==> src/rtl/muldiv_pkg.sv <==
// Shared definitions for the iterative multiply/divide unit:
// operation codes, FSM state encoding and the iteration count.
package muldiv_pkg;

    localparam int MULDIV_ITER = 32;
    localparam int CNT_W       = $clog2(MULDIV_ITER);

    // Codes 6 and 7 are reserved and ignored by the unit.
    typedef enum logic [2:0] {
        OP_MULT  = 3'd0,
        OP_MULTU = 3'd1,
        OP_DIV   = 3'd2,
        OP_DIVU  = 3'd3,
        OP_MTHI  = 3'd4,
        OP_MTLO  = 3'd5
    } muldiv_op_e;

    typedef enum logic [1:0] {
        ST_IDLE = 2'd0,
        ST_CALC = 2'd1,
        ST_FIX  = 2'd2
    } muldiv_state_e;

    // Signed operations take absolute values and fix the sign at the end.
    function automatic logic op_is_signed(input logic [2:0] op);
        return (op == OP_MULT) || (op == OP_DIV);
    endfunction

endpackage

==> src/rtl/div_restoring_step.sv <==
// One restoring-division iteration: try to subtract the divisor from the
// shifted partial remainder and keep the difference only if it did not go
// negative. Purely combinational.
module div_restoring_step #(
    parameter int WIDTH = 32
) (
    input  logic [WIDTH:0]   rem_in,
    input  logic [WIDTH-1:0] divisor,
    output logic [WIDTH-1:0] rem_out,
    output logic             q_bit
);

    logic [WIDTH:0] diff;

    // The incoming remainder is always below twice the divisor, so the top
    // bit of the difference is set exactly when the subtraction underflows.
    always_comb begin
        diff    = rem_in - {1'b0, divisor};
        q_bit   = ~diff[WIDTH];
        rem_out = q_bit ? diff[WIDTH-1:0] : rem_in[WIDTH-1:0];
    end

endmodule

==> src/rtl/muldiv_unit.sv <==
// Iterative multiply/divide unit holding the architectural HI/LO registers.
// Multiplies run as 32 radix-2 shift-add steps, divides as 32 restoring
// steps, followed by a single sign-fix cycle that commits HI/LO.
// Build option: define MULDIV_DIV_EN to include the divider datapath;
// without it DIV/DIVU are accepted as single-cycle no-ops.
module muldiv_unit
    import muldiv_pkg::*;
#(
    parameter int WIDTH = 32
) (
    input  logic             clk,
    input  logic             rst,
    input  logic             start,
    input  logic [2:0]       op,
    input  logic [WIDTH-1:0] a,
    input  logic [WIDTH-1:0] b,
    output logic             busy,
    output logic             done,
    output logic [WIDTH-1:0] hi,
    output logic [WIDTH-1:0] lo
);

    localparam logic [CNT_W-1:0] LAST_ITER = CNT_W'(MULDIV_ITER - 1);

    muldiv_state_e      state;
    logic [CNT_W-1:0]   count;
    logic [2*WIDTH-1:0] acc;
    logic [WIDTH-1:0]   operand;
    logic               neg_result;

    logic               signed_op;
    logic               sign_diff;
    logic [WIDTH-1:0]   a_mag;
    logic [WIDTH-1:0]   b_mag;
    logic [WIDTH:0]     mul_sum;
    logic [2*WIDTH-1:0] mul_next;
    logic [2*WIDTH-1:0] step_next;
    logic [2*WIDTH-1:0] product;

    // Convert request operands to magnitudes and work out the result sign.
    always_comb begin
        signed_op = op_is_signed(op);
        a_mag     = (signed_op && a[WIDTH-1]) ? -a : a;
        b_mag     = (signed_op && b[WIDTH-1]) ? -b : b;
        sign_diff = signed_op && (a[WIDTH-1] ^ b[WIDTH-1]);
    end

    // Shift-add multiply step: upper half accumulates, lower half holds the
    // not-yet-consumed multiplier bits; the whole register shifts right.
    always_comb begin
        mul_sum  = {1'b0, acc[2*WIDTH-1:WIDTH]}
                 + {1'b0, (acc[0] ? operand : {WIDTH{1'b0}})};
        mul_next = {mul_sum, acc[WIDTH-1:1]};
        product  = neg_result ? -acc : acc;
    end

`ifdef MULDIV_DIV_EN
    logic             calc_div;
    logic             neg_rem;
    logic             div_zero;
    logic [WIDTH-1:0] a_saved;
    logic [WIDTH-1:0] div_rem;
    logic             div_q;
    logic [WIDTH-1:0] quotient;
    logic [WIDTH-1:0] remainder;

    // For divides acc holds {remainder, dividend}; dividend bits shift out
    // of the top of the lower half while quotient bits shift in at the bottom.
    div_restoring_step #(
        .WIDTH(WIDTH)
    ) u_div_step (
        .rem_in  ({acc[2*WIDTH-1:WIDTH], acc[WIDTH-1]}),
        .divisor (operand),
        .rem_out (div_rem),
        .q_bit   (div_q)
    );

    // Select the active datapath step and sign-fix the divide results.
    always_comb begin
        step_next = calc_div ? {div_rem, acc[WIDTH-2:0], div_q} : mul_next;
        quotient  = neg_result ? -acc[WIDTH-1:0] : acc[WIDTH-1:0];
        remainder = neg_rem ? -acc[2*WIDTH-1:WIDTH] : acc[2*WIDTH-1:WIDTH];
    end
`else
    // Only the multiplier exists in this build.
    always_comb begin
        step_next = mul_next;
    end
`endif

    // Control FSM plus HI/LO and datapath registers.
    always_ff @(posedge clk) begin
        if (rst) begin
            state      <= ST_IDLE;
            count      <= '0;
            busy       <= 1'b0;
            done       <= 1'b0;
            hi         <= '0;
            lo         <= '0;
            acc        <= '0;
            operand    <= '0;
            neg_result <= 1'b0;
`ifdef MULDIV_DIV_EN
            calc_div   <= 1'b0;
            neg_rem    <= 1'b0;
            div_zero   <= 1'b0;
            a_saved    <= '0;
`endif
        end else begin
            done <= 1'b0;
            case (state)
                ST_IDLE: begin
                    if (start) begin
                        case (op)
                            OP_MTHI: hi <= a;
                            OP_MTLO: lo <= a;
                            OP_MULT, OP_MULTU: begin
                                acc        <= {{WIDTH{1'b0}}, b_mag};
                                operand    <= a_mag;
                                neg_result <= sign_diff;
                                count      <= '0;
                                busy       <= 1'b1;
                                state      <= ST_CALC;
`ifdef MULDIV_DIV_EN
                                calc_div   <= 1'b0;
`endif
                            end
                            OP_DIV, OP_DIVU: begin
`ifdef MULDIV_DIV_EN
                                acc        <= {{WIDTH{1'b0}}, a_mag};
                                operand    <= b_mag;
                                neg_result <= sign_diff;
                                neg_rem    <= signed_op && a[WIDTH-1];
                                div_zero   <= (b == '0);
                                a_saved    <= a;
                                calc_div   <= 1'b1;
                                count      <= '0;
                                busy       <= 1'b1;
                                state      <= ST_CALC;
`else
                                done       <= 1'b1;
`endif
                            end
                            default: ;
                        endcase
                    end
                end
                ST_CALC: begin
                    acc   <= step_next;
                    count <= count + CNT_W'(1);
                    if (count == LAST_ITER) begin
                        state <= ST_FIX;
                    end
                end
                ST_FIX: begin
`ifdef MULDIV_DIV_EN
                    if (calc_div) begin
                        if (div_zero) begin
                            lo <= {WIDTH{1'b1}};
                            hi <= a_saved;
                        end else begin
                            lo <= quotient;
                            hi <= remainder;
                        end
                    end else begin
                        hi <= product[2*WIDTH-1:WIDTH];
                        lo <= product[WIDTH-1:0];
                    end
`else
                    hi <= product[2*WIDTH-1:WIDTH];
                    lo <= product[WIDTH-1:0];
`endif
                    done  <= 1'b1;
                    busy  <= 1'b0;
                    state <= ST_IDLE;
                end
                default: begin
                    busy  <= 1'b0;
                    state <= ST_IDLE;
                end
            endcase
        end
    end

endmodule

==> config.mk <==
export PLATFORM = sky130hd
export DESIGN_NAME = muldiv_unit
export DESIGN_NICKNAME = d
export VERILOG_FILES = /design/src/rtl/muldiv_pkg.sv /design/src/rtl/div_restoring_step.sv /design/src/rtl/muldiv_unit.sv
export SDC_FILE = /design/constraint.sdc
export NUM_CORES = 1
export LEC_CHECK = 0
export CAP_MARGIN = 5
export CORE_ASPECT_RATIO = 1.5
export CORE_MARGIN = 3
export CORE_UTILIZATION = 62
export DETAILED_ROUTE_END_ITERATION = 12
export GPL_TIMING_DRIVEN = 0
export PLACE_DENSITY = 0.85
export SLEW_MARGIN = 15
export SYNTH_ARGS = -nofsm -noshare
export SYNTH_HDL_FRONTEND = slang
export SYNTH_SLANG_ARGS = --single-unit
==> constraint.sdc <==
create_clock -name clk -period 9.1 [get_ports clk]
set_input_delay 2.275 -clock clk [delete_from_list [all_inputs] [get_ports clk]]
set_output_delay 2.275 -clock clk [all_outputs]
set_load 0.005 [all_outputs]
# Word level (Yosys, flattened, before mapping)
# Index checks and enable logic that the tools add are counted.
# op_classes
addsub	5
mul	0
div_mod_pow	0
magnitude_cmp	0
n_eq_ne	13
shifts	0
muxes	26
n_bitwise	2
reduce_logical	16
# ops
cell	count
$mux W32	7
$mux W64	3
$pmux W32 S2	2
$pmux W64 S2	1
$neg A32 Y32	2
$neg A64 Y64	1
$add A32 B32 Y33	1
$reduce_and A3 Y1	6
$mux W5	2
$pmux W5 S2	1
$eq A3 B2 Y1 const B	2
$eq A3 B3 Y1 const B	2
$mux W2	3
$ne A2 B1 Y1 const B	3
$add A5 B1 Y5 const B	1
$eq A5 B5 Y1 const B	1
$mux W1	4
$ne A2 B2 Y1 const B	2
$pmux W1 S2	2
$pmux W2 S2	1
$reduce_bool A2 Y1	2
$reduce_or A2 Y1	2
$eq A3 B1 Y1 const B	1
$logic_and A1 B1 Y1	3
other kinds (7)	7
# word_totals
reg_bits	170
latchBits	0
mem_bits_rw	0
rom_bits	0
inputBits	70
out_inout_bits	66
word_cells	71
n_memories	0

# Longest topological paths before layout
# logic_depth
word_depth	7
ltp_mapped	12
depth_no_buf	11

# Worst setup path before layout
# No wires, ideal clock.
# synth_timing
kind	input to register
from	input b[7]
to	register acc[28]
setup_time_ns	0.128
arrival_time_ns	4.223
required_ns	8.972
slack_ns	4.749
cell_stages	7
n_path_buf	0
path_cell_list	or3_1 nor4_1 nand4_1 o41ai_1 xnor2_1 a222oi_1 nor2_1
# synth_between
elab_chain_cells	5
# synth_rtl
item	line_no	source
start, declared	muldiv_unit.sv:16	input logic [WIDTH-1:0] b,
$neg A32 Y32	muldiv_unit.sv:44	b_mag = (signed_op && b[WIDTH-1]) ? -b : b;
$mux W32	muldiv_unit.sv:44	
$mux W64	muldiv_unit.sv:114	case (op)
$mux W64	muldiv_unit.sv:113	if (start) begin
$pmux W64 S2	muldiv_unit.sv:111	case (state)
end signal, assigned	muldiv_unit.sv:118	acc <= {{WIDTH{1'b0}}, b_mag};
end signal, assigned	muldiv_unit.sv:149	acc <= step_next;
end, declared	muldiv_unit.sv:27	logic [2*WIDTH-1:0] acc;
# No other way between the ends. The select of a mux whose other input is x is not followed.
# A chain may end at the register's enable or synchronous reset.

# Final worst setup path
# layout_timing
from	input op[2]
to	register operand[25]
# layout_between
elab_chain_cells	4
elab_cells_between_ends	8
classes_between	eq/ne: 2; mux: 1; reduce/logical: 5
# layout_rtl
item	line_no	source
start, declared	muldiv_unit.sv:14	input logic [2:0] op,
$eq A3 B2 Y1 / $logic_not A3 Y1 (equally long branches)	muldiv_pkg.sv:26, muldiv_unit.sv:114	
$logic_or A1 B1 Y1	muldiv_pkg.sv:26	return (op == OP_MULT) || (op == OP_DIV);
$logic_and A1 B1 Y1	muldiv_unit.sv:43	a_mag = (signed_op && a[WIDTH-1]) ? -a : a;
$mux W32	muldiv_unit.sv:43	
end signal, assigned	muldiv_unit.sv:119	operand <= a_mag;
end, declared	muldiv_unit.sv:28	logic [WIDTH-1:0] operand;
# Several ways; a longest one is shown, not always the timed one.

==> results summary <==
For this run, the total global-route usage over all layers was measured as 46.43%. The core footprint came out at 0.01757 mm^2. The total clock sinks is 170. The post-CTS setup buffer count is 0. The via total after detailed routing came out at 13120. The detail-routed net length per standard cell is 25.08 um. The remaining global-route overflow is 0. The area share of fa/ha/maj cells after synthesis came out at 4.296%. The number of routed nets with antenna violations came out at 0. The top achievable clock speed came out at 190.3 MHz.

The global placement routability congestion came out at around 1.1. The register bit count reported by yosys came out at 170. The count of buffers added on input and output ports is 134. The first global-routing pass estimated 69.51 mm of wire.

The number of placement rows is just under 60. The max-slew violation count came out at 0. The count of cells resized by post-cts repair came out at 0.

The area enclosed by the die boundary is 0.01982 mm^2. The final routed DRC violation total came out at 0. From left edge to right edge, the die measures about 120 um. The routed via count divided by cell count came out at 7.060. The transition time of the tightest slew-check pin is about 1200 ps.

The insertion delay to the later sink of the worst-skew pair came out at 450 ps. The proportion of synthesized flip-flops having asynchronous set or reset is 0%. The maximum net fanout on the critical path is 10. Once detailed placement completed, the half-perimeter wirelength came to 35.05 mm.

The worst path setup slack after routing came out at 3845 ps. The number of antenna violations at the first check in global routing came out at 0. The sort of element at the end of the critical path is a flop. The setup total negative slack came out at 0 ps. The worst pin sits at a relative slew slack of 19.13%. The synthesized netlist devotes a little over a quarter of its cell area to compound gates. Across the VDD grid, the largest voltage drop is 0.09838 mV. The count of flip-flops with a built-in enable after synthesis is 0. STA puts the critical path data required time at 9460 ps.

CTS placed an instance of sky130_fd_sc_hd__clkbuf_16 at the clock tree root. After synthesis, the share of cell area in mux cells is less than 1%. The number of nets produced by synthesis is between 1500 and 2000. The TritonCTS clock tree is yes. The category of the most critical setup path is primary input to flop. The via count of the first global-routing pass came out at 12770. For this design the ratio of total power to cell area is 137.4 mW/mm^2.

The number of H-tree branching levels is 4. The number of synthesis warnings came out at 0. The pin count of the biggest net entering global routing is 19. The register clock-pin slew on the reported worst setup and hold paths came out at 80 ps. The final worst clock skew is 13.35 ps. The number of placed instances with taps included is about 1800. Buffers inserted during clock tree synthesis total 17.

The post-synthesis share of cell area spent on and, or, nand and nor gates is 23.63%. The mapped netlist covers between 0.01 and 0.015 mm^2. The xor-xnor portion of the synthesized cell area came out at under 10%. In the synthesized netlist the dominant register cell turns out to be sky130_fd_sc_hd__dfxtp_1.

The flow ran to the end, and the final reports show no timing, DRC or antenna violations. The post-route netlist has 3.345% of its cells at a drive strength greater than 1. The synthesized instance count is 1478. The clock passes through at most 2 buffers. The final setup violation count is 0. The worst hold path belongs to the class flop to flop. In the finished design, the share of the clock period the worst path needs comes to approximately 58%.

The initial core utilization is 63.99%. The first detailed-routing pass took 9 iterations. The overall power of the completed layout came out at 1.847 mW. The average cell area after synthesis is 7.607 um^2. From synthesis to final layout, the design area changed by 19.56%. The number of DRC markers after the initial detailed-route iteration is 1834. Setup repair after global routing left no endpoint under its margin.

136 I/O pins were placed. Max-cap violations in this run came to 0. The number of hold violations in the final report is 0. The number of hold buffers added after CTS came out at 0. Data on the critical path arrives at its endpoint at 5620 ps. The shortest clock period the worst path allows after layout is 5255 ps. The leakage power total came out at 4.878 nW. The non-filler instance count after layout came out at 1858.

At the placement stage, the worst setup path has a slack of 3631 ps. The die is roughly 170 um tall. After synthesis, the largest family of logic cells by area is compound AO/OA/AOI/OAI gates. The number of distinct library cells after synthesis came out at 68. The wire length reported by the detailed router came out at 46.60 mm.

The number of nets at the end of the flow came out at 1739. The worst setup path is launched from a primary input. After synthesis, flip-flops and latches occupy between 30% and 40% of the total area.
placed cells by master, fill, tap and decap left out, types with 24 or more instances in the layout:
master,Yosys,layout
sky130_fd_sc_hd__a21oi_1,112,112
sky130_fd_sc_hd__dfxtp_1,170,170
sky130_fd_sc_hd__o31ai_1,32,32
sky130_fd_sc_hd__nor2_1,203,203
sky130_fd_sc_hd__a222oi_1,27,27
sky130_fd_sc_hd__xor2_1,67,67
sky130_fd_sc_hd__a211oi_1,56,56
sky130_fd_sc_hd__and2_1,36,36
sky130_fd_sc_hd__clkdlybuf4s50_1,0,134
sky130_fd_sc_hd__clkbuf_1,92,92
sky130_fd_sc_hd__nor3_1,25,25
sky130_fd_sc_hd__or3_1,27,27
sky130_fd_sc_hd__nand2_1,143,143
sky130_fd_sc_hd__o41ai_1,24,24
sky130_fd_sc_hd__ha_1,37,37
sky130_fd_sc_hd__o21ai_0,91,91
sky130_fd_sc_hd__xnor2_1,59,59
report_power, final:
part           switching (mW)  total [mW]  leakage (nW)  internal (mW)
clock network           0.369       0.735         0.281          0.365
registers              0.0201       0.784          1.38          0.764
logic                   0.204       0.328          3.22          0.123
total                   0.594        1.85          4.88           1.25
logic make-up after synthesis:
family | count (synthesis)
flops | 170
mux | 8
xor+xnor | 126
fa+ha+maj | 38
buf+inv | 125
simple gates | 559
compound gates | 452
path summary, 6_finish.rpt:
path | from | endpoint | slack [ps] | cells after the start
setup / recovery | op[2] | operand[25] | 3850 | 8
setup reg to reg | acc[0] | hi[28] | 4880 | 11
hold reg to reg | lo[21] | lo[21] | 460 | 2
hold / removal | lo[21] | lo[21] | 460 | 2
cell type report:
type / count / area, um^2
Multi-Input combinational cell: 1183 / 7366
Fill cell: 1363 / 4126
Sequential cell: 170 / 3403
Timing Repair Buffer: 134 / 1341
Clock buffer: 17 / 425.4
Buffer: 104 / 401.6
Tap cell: 213 / 266.5
Clock inverter: 15 / 157.7
Inverter: 21 / 78.83
Antenna cell: 1 / 2.502
critical path, stage by stage:
cell and delay (ps):
sky130_fd_sc_hd__clkdlybuf4s50_1 460, sky130_fd_sc_hd__nor2_1 940, sky130_fd_sc_hd__and2_1 250, sky130_fd_sc_hd__clkbuf_1 480
sky130_fd_sc_hd__clkbuf_1 570, sky130_fd_sc_hd__o41ai_1 210, sky130_fd_sc_hd__xor2_1 180, sky130_fd_sc_hd__a211oi_1 240
cells in the mapped netlist, drive strengths merged (4+ instances only):
master   instances  share of area [%]
xor2            67                5.2
or2             10               0.56
mux2i            7               0.62
xnor2           59                4.6
a221oi           8               0.62
a21o             6               0.40
nor3            28                1.5
nor4            18                1.1
buf             12               0.50
a21oi          112                5.0
a211oi          56                3.7
nand2b          12               0.67
o41ai           24                1.9
a311oi           4               0.31
a2111oi          5               0.40
nand4           13               0.72
a31oi           12               0.67
and2            36                2.0
o31ai           32                2.1
ha              37                4.1
o221ai           6               0.47
nand3           23                1.0
a22oi           14               0.93
o21ai           92                4.1
a222oi          27                2.4
and3             8               0.45
nor2           203                6.8
or4             23                1.6
clkbuf          92                3.1
o21a             6               0.40
nand2          143                4.8
inv             21               0.70
o211ai          13               0.87
a211o            5               0.39
o22ai            4               0.22
o21bai           4               0.27
nor2b            8               0.45
dfxtp          170                 30
or3             27                1.5
per-layer routing:
metal  vias to the layer above  GRT usage [%]  wire (um)
met1                      5925          46.53      14370
met5                         -              0          0
met3                       407          12.31       5213
met4                         0          46.09       5742
met2                      1040          75.19      21280
li1                       5745              -          -
flip-flops by register name, summed over array words and instances (netlist names):
name and count:
acc 64, hi 32, lo 32, operand 32, count 5, state 2, busy 1, done 1
neg_result 1
through the flow:
step	instance area [um^2]	utilization, %	hold WS (ps)
after detailed placement	12860	73.18	445.0
after floorplan	11240	-	416.7
final	13440	76.51	457.7
after CTS	13440	76.50	456.9
after global routing	13440	76.50	470.3
after global placement	12850	73.14	433.5
Note: power is estimated with default switching activity, not from simulation.
